<file path="config.mk">
export PLATFORM = sky130hd
export DESIGN_NAME = matmul_sequencer
export DESIGN_NICKNAME = d
export VERILOG_FILES = /design/src/rtl/matmul_sequencer.sv
export SDC_FILE = /design/constraint.sdc
export NUM_CORES = 1
export LEC_CHECK = 0
export CORE_AREA = 5 5 42 44
export CTS_CLUSTER_SIZE = 12
export DETAILED_ROUTE_END_ITERATION = 8
export DIE_AREA = 0 0 47 49
export DONT_BUFFER_PORTS = 1
export GPL_TIMING_DRIVEN = 0
export SLEW_MARGIN = 20
export SYNTH_ARGS = -nofsm -noshare
export SYNTH_HDL_FRONTEND = slang
export SYNTH_SLANG_ARGS = --single-unit
</file>
<file path="constraint.sdc">
create_clock -name clk -period 1.2 [get_ports clk]
set_input_delay 0 -clock clk [delete_from_list [all_inputs] [get_ports clk]]
set_output_delay 0 -clock clk [all_outputs]
set_load 0.01 [all_outputs]
</file>
<file path="src/rtl/matmul_sequencer.sv">
// Control sequencer for an NxN systolic matrix-multiply array.
// Drives the weight-load, stream and drain phases and flags each result row.
//
// Ports:
//   clk         - sole clock, rising edge
//   reset       - asynchronous active-high reset
//   enable      - global enable; low freezes the sequencer and masks strobes
//   start       - request one multiply, sampled only in IDLE
//   busy        - high in LOAD_W, STREAM and DRAIN
//   done        - one-cycle completion pulse
//   load_weight - weight-load strobe, w_addr selects the weight row
//   enable_mult - multiply/accumulate enable
//   data_valid  - input data present, d_addr selects the data row
//   out_valid   - a result row is present at the array output
//   out_row     - index of that result row
module matmul_sequencer #(
  parameter int MATRIX_SIZE   = 2,
  parameter int DATA_SIZE     = 32,
  parameter int ARRAY_LATENCY = 2 * MATRIX_SIZE - 1,
  localparam int AW = $clog2(MATRIX_SIZE)
) (
  input  logic          clk,
  input  logic          reset,
  input  logic          enable,
  input  logic          start,
  output logic          busy,
  output logic          done,
  output logic          load_weight,
  output logic          enable_mult,
  output logic          data_valid,
  output logic [AW-1:0] w_addr,
  output logic [AW-1:0] d_addr,
  output logic          out_valid,
  output logic [AW-1:0] out_row
);

  // t must reach ARRAY_LATENCY+N-1
  localparam int TW = $clog2(ARRAY_LATENCY + MATRIX_SIZE);

  localparam logic [AW-1:0] K_LAST   = AW'(MATRIX_SIZE - 1);
  localparam logic [TW-1:0] T_SLAST  = TW'(MATRIX_SIZE - 1);
  localparam logic [TW-1:0] T_OFIRST = TW'(ARRAY_LATENCY);
  localparam logic [TW-1:0] T_LAST   =
    TW'(ARRAY_LATENCY + MATRIX_SIZE - 1);

  // The word width only matters to the datapath around this block.
  if (DATA_SIZE <= 0) begin : g_no_data
  end

  typedef enum logic [2:0] {
    S_IDLE,
    S_LOAD_W,
    S_STREAM,
    S_DRAIN,
    S_DONE
  } state_t;

  state_t        state_q, state_d;
  logic [AW-1:0] k_q, k_d;
  logic [TW-1:0] t_q, t_d;

  logic          ov_raw;
  logic [TW-1:0] row_full;

  always_ff @(posedge clk or posedge reset) begin
    if (reset) begin
      state_q <= S_IDLE;
      k_q     <= '0;
      t_q     <= '0;
    end else begin
      state_q <= state_d;
      k_q     <= k_d;
      t_q     <= t_d;
    end
  end

  // Enable low simply leaves state and counters where they are.
  always_comb begin
    state_d = state_q;
    k_d     = k_q;
    t_d     = t_q;
    if (enable) begin
      unique case (state_q)
        S_IDLE: begin
          k_d = '0;
          t_d = '0;
          if (start) state_d = S_LOAD_W;
        end
        S_LOAD_W: begin
          if (k_q == K_LAST) begin
            k_d     = '0;
            state_d = S_STREAM;
          end else begin
            k_d = k_q + 1'b1;
          end
        end
        S_STREAM: begin
          t_d = t_q + 1'b1;
          if (t_q == T_SLAST) state_d = S_DRAIN;
        end
        S_DRAIN: begin
          if (t_q == T_LAST) begin
            t_d     = '0;
            state_d = S_DONE;
          end else begin
            t_d = t_q + 1'b1;
          end
        end
        S_DONE: state_d = S_IDLE;
        default: state_d = S_IDLE;
      endcase
    end
  end

  assign row_full = t_q - T_OFIRST;

  // Addresses decode from held state, so they hold through a stall
  // while the strobes are masked by enable.
  always_comb begin
    busy        = 1'b0;
    done        = 1'b0;
    load_weight = 1'b0;
    enable_mult = 1'b0;
    data_valid  = 1'b0;
    w_addr      = '0;
    d_addr      = '0;
    ov_raw      = 1'b0;
    out_valid   = 1'b0;
    out_row     = '0;
    unique case (state_q)
      S_IDLE: begin
      end
      S_LOAD_W: begin
        busy        = 1'b1;
        load_weight = enable;
        w_addr      = k_q;
      end
      S_STREAM: begin
        busy        = 1'b1;
        enable_mult = enable;
        data_valid  = enable;
        d_addr      = t_q[AW-1:0];
        ov_raw      = (t_q >= T_OFIRST) && (t_q <= T_LAST);
      end
      S_DRAIN: begin
        busy        = 1'b1;
        enable_mult = enable;
        ov_raw      = (t_q >= T_OFIRST) && (t_q <= T_LAST);
      end
      S_DONE: done = enable;
      default: begin
      end
    endcase
    if (ov_raw) begin
      out_valid = enable;
      out_row   = row_full[AW-1:0];
    end
  end

endmodule

</file>
-- Word level (Yosys, flattened, before mapping)
Cells that the tools add are included.
- $add $sub $neg: 3
- $lt $le $gt $ge: 2
- equality and inequality tests: 10
- mux-type cells: 19
- reductions and logical operators: 9
- operators with widths (operator ; number):
    $mux 3 ; 5
    $pmux 3 s4 ; 1
    $mux 1 ; 11
    $pmux 3 s3 ; 1
    $ne 2x2->1 const B ; 4
    $eq 3x1->1 const B ; 2
    $eq 3x2->1 const B ; 2
    $eq 3x3->1 const B ; 2
    $reduce_and 5->1 ; 1
    $reduce_and 2->1 ; 2
    $add 3x1->3 const B ; 1
    $ge 3x2->1 const B ; 1
    $le 3x3->1 const B ; 1
    $logic_not 3->1 ; 1
    $reduce_bool 3->1 ; 1
    $reduce_or 3->1 ; 1
    $pmux 1 s2 ; 1
    $reduce_bool 2->1 ; 1
    $reduce_or 2->1 ; 1
    $add 1x1->1 const B ; 1
    $logic_and 1x1->1 ; 1
    $sub 1x1->1 const B ; 1
- bits in registers: 7

-- Logic depth before layout (Yosys ltp)
- word-level depth: 4
- depth in mapped cells: 5
- gate-level depth less buffers: 5

-- Worst setup path before layout
No wires, ideal clock.
- path type: reg-to-reg
- start: register t_q[0]
- end: register state_q[1]
- library setup time: 0.121 ns
- arrival time: 1.128 ns
- data required time: 1.079 ns
- setup slack: -0.049 ns
- cell stages (with the launch flop): 6
- buffers on the path: 0
- cell sequence: dfrtp_1 > inv_1 > ha_1 > and3_2 > o21ai_1 > a22o_1
- word-level cells in the longest chain between the ends: 3
- elaborated cells between the ends (all ways): 5
- ends and longest elaborated chain (item ; line ; source):
    start, declared ; 60 ; logic [TW-1:0] t_q, t_d;
    start signal, assigned ; 73 ; t_q <= t_d;
    $eq 3x3->1 / $eq 3x1->1 (equally long branches) ; 102, 99 ;
    $ne 2x2->1 (no line) ; - ;
    $reduce_and 5->1 (no line) (*) ; - ;
    end signal, assigned ; 71 ; state_q <= state_d;
    end, declared ; 58 ; state_t state_q, state_d;
Mark *: on every way between the ends. The rest lies on a longest branch, timed or not.
A chain may end at the register's enable or synchronous reset.

-- Worst setup path after layout
- start: register t_q[0]
- end: output out_valid
- word-level cells in the longest chain between the ends: 4
- elaborated cells between the ends (all ways): 5
- ends and longest elaborated chain (item ; line ; source):
    $ge 3x2->1 / $le 3x3->1 (equally long branches) ; 143, 148 ;
    $logic_and 1x1->1 (*) ; 143, 148 ;
    $mux 1 (*) ; - ;
    $mux 1 (*) ; 154 ; if (ov_raw) begin
    end, declared ; 33 ; output logic out_valid,
Marked as above.

==> results.cfg <==
[placed_design]
gp_congestion = 0.704
place_area_um2 = 518
pre_cts_ws_ns = -0.152
hpwl_um = 816
numPortBuffers = 0

[die]
die_y_um = 49
die_w_um = 47
die_area_um2 = 2300
rows = 14
start_util = 0.351
core_area_um2 = 1400
io_pins = 13

[logic_synthesis]
synth-seq-cells = 7
yosysSeqAreaShare = 0.356
synth_edf_count = 0
synth_area_um2 = 492
synth_xor_area_frac = 0
avgSynthCellArea_um2 = 9.11
synthFlopType = dfrtp_1
synthAdderAreaFrac = 0.102
ys_warn_count = 0
syn-num-nets = 62
muxShareOfSynthArea = 0.0204
async_reset_ff_frac = 1.00
ys_types = 29
synth-simple-area-share = 0.260
synth_top_family_by_area = simple AND/OR/NAND/NOR gates
synth_compound_area_frac = 0.186
synth_cells = 54

[global_route]
grt_use_total = 0.136
grt_max_degree = 10
grt_pass1_wl_mm = 2.30
antenna_found_initial = 0
first_global_vias = 481
grt_overflow = 0

[routing]
vias = 461
vias_per_cell = 5.62
wl_mm = 1.40
drc_errors = 0
wl_per_cell_um = 17.0
detail_route.first_pass.iterations = 4
drt-initial-drc-count = 5
ant_nets = 0

[setup_path]
r2r-end = state_q[1]$_DFFE_PP0P_
cp-startpoint = t_q[0]$_DFFE_PP0P_
critical_path_class = reg -> out
required_ns = 1.20
cp-start-kind = register
rr_startpoint = t_q[0]$_DFFE_PP0P_
rr_worst_depth = 5
crit_fanout = 4
end_kind = output port
worstPathArrival_ns = 1.38
ff2ff_setup_slack_ns = -0.09

[clock_network]
cts-root-buf = clkbuf_4
clkTransAtPathRegs_ns = 0.06
cts_htree_levels = 1
cts_tree = yes
cts_buffer_depth = 2
cts_sinks = 7
clk_latency_ns = 0.26
cts_buffers = 3

[timing]
worst_slew_pin_slew_ns = 0.421
skew_ns = 0.00750
hold_violations = 0
rsz0062_at_grt = yes
fin_setup_tns_ns = -0.454
fmax_mhz = 722
hold_ws_ns = 0.00767
finalSetupViolCount = 3
relSlewSlack = 0.717
layout_min_cycle_time_ns = 1.38
final_max_slew_viol_count = 0
timing.final.crit_share = 1.15
setup_slack_ns = -0.184

[layout]
final_common_cell = buf_4
syn_to_final_growth_pct = 51.4
layout_common_cells = buf_4, inv_2, dfrtp_2
regArea_um2 = 180
multi_input_area_um2 = 409
nFillCells = 127
nets = 75
antenna_cells = 0
fin_area_um2 = 744
layout-drive-gt1-share = 0.576

[power]
leakage_nw = 0.304
ir_drop_mv = 1.16
fin_total_pwr_mw = 1.90
powerDensity_nw_per_um2 = 2550

[worst_hold_path]
min_to = state_q[0]$_DFFE_PP0P_
min-delay-start = enable
hold_class = in -> reg
hold_depth = 2

[flow_run]
cap_viol_max_count = 0

[run_status]
violations = setup timing
outcome = finished with violations
## final cells by class
cell class	instances	area share
tap	16	0.0269
multi-input combinational	38	0.550
clock buffer	4	0.0353
inverter	8	0.0437
buffer	1	0.0151
timing repair buffer	8	0.0874
sequential	7	0.242
## power by group
part           internal (mW)  switching [mW]
Sequential             0.345           0.161
Clock                  0.127          0.0952
Combinational          0.562           0.608
## cells by family (layout without fill, tap and decap cells)
group,count (synthesis),in the layout
AO/OA/AOI/OAI,13,13
adder cells (fa/ha/maj),4,4
buffers and inverters,9,21
flip-flops,7,7
multiplexers,1,1
AND/OR/NAND/NOR,20,20
## routing by layer
| metal | global-route usage | wire (µm) |
|---|---|---|
| met2 | 0.217 | 790 |
| met1 | 0.161 | 493 |
| met5 | 0 | 0 |
| met4 | 0.0553 | 36 |
| met3 | 0.0480 | 77 |
## synth_stat cells (2+ instances only)
cell      n  area (µm²)
and3_1    2        12.5
dfrtp_1   7         175
ha_1      4        50.1
inv_1     7        26.3
nand2b_1  2        12.5
nor2_1    4        15.0
nor4_1    2        12.5
o21ai_0   3        15.0
o31ai_1   3        22.5
## what timing repair did
| action | CTS | global route |
|---|---|---|
| endpoints found under the hold margin | 10 | 0 |
| hold buffers | 2 | 0 |
| resized for setup | 18 | 16 |
| buffers inserted | 3 | 3 |
| pin swaps | 2 | 2 |
| cloned | 0 | 0 |
| endpoints found under the setup margin | 9 | 10 |
## flip-flops by register name (all words and copies together) (netlist names)
| signal | count |
|---|---|
| k_q | 1 |
| state_q | 3 |
| t_q | 3 |
## critical path: stages, from the launching register on
cell,delay (ns)
dfrtp_2,0.45
ha_4,0.18
ha_4,0.16
a211oi_2,0.27
nor3_4,0.08
## stage by stage
stage	utilization	instances
finish	0.531	82
global route	0.531	82
CTS	0.473	79
detailed placement	0.370	70
global placement	0.370	70
floorplan	-	54
## worst max path at each step
stage / end / slack, ns / depth (start not counted)
detailed placement: state_q[1]$_DFFE_PP0P_ / -0.15 / 5
global placement: state_q[1]$_DFFE_PP0P_ / -0.12 / 5
floorplan: state_q[1]$_DFFE_PP0P_ / -0.03 / 5
CTS: out_valid / -0.13 / 4
finish: out_valid / -0.18 / 4
global route: out_row / -0.24 / 4
Power figures use the tool's default switching activity.
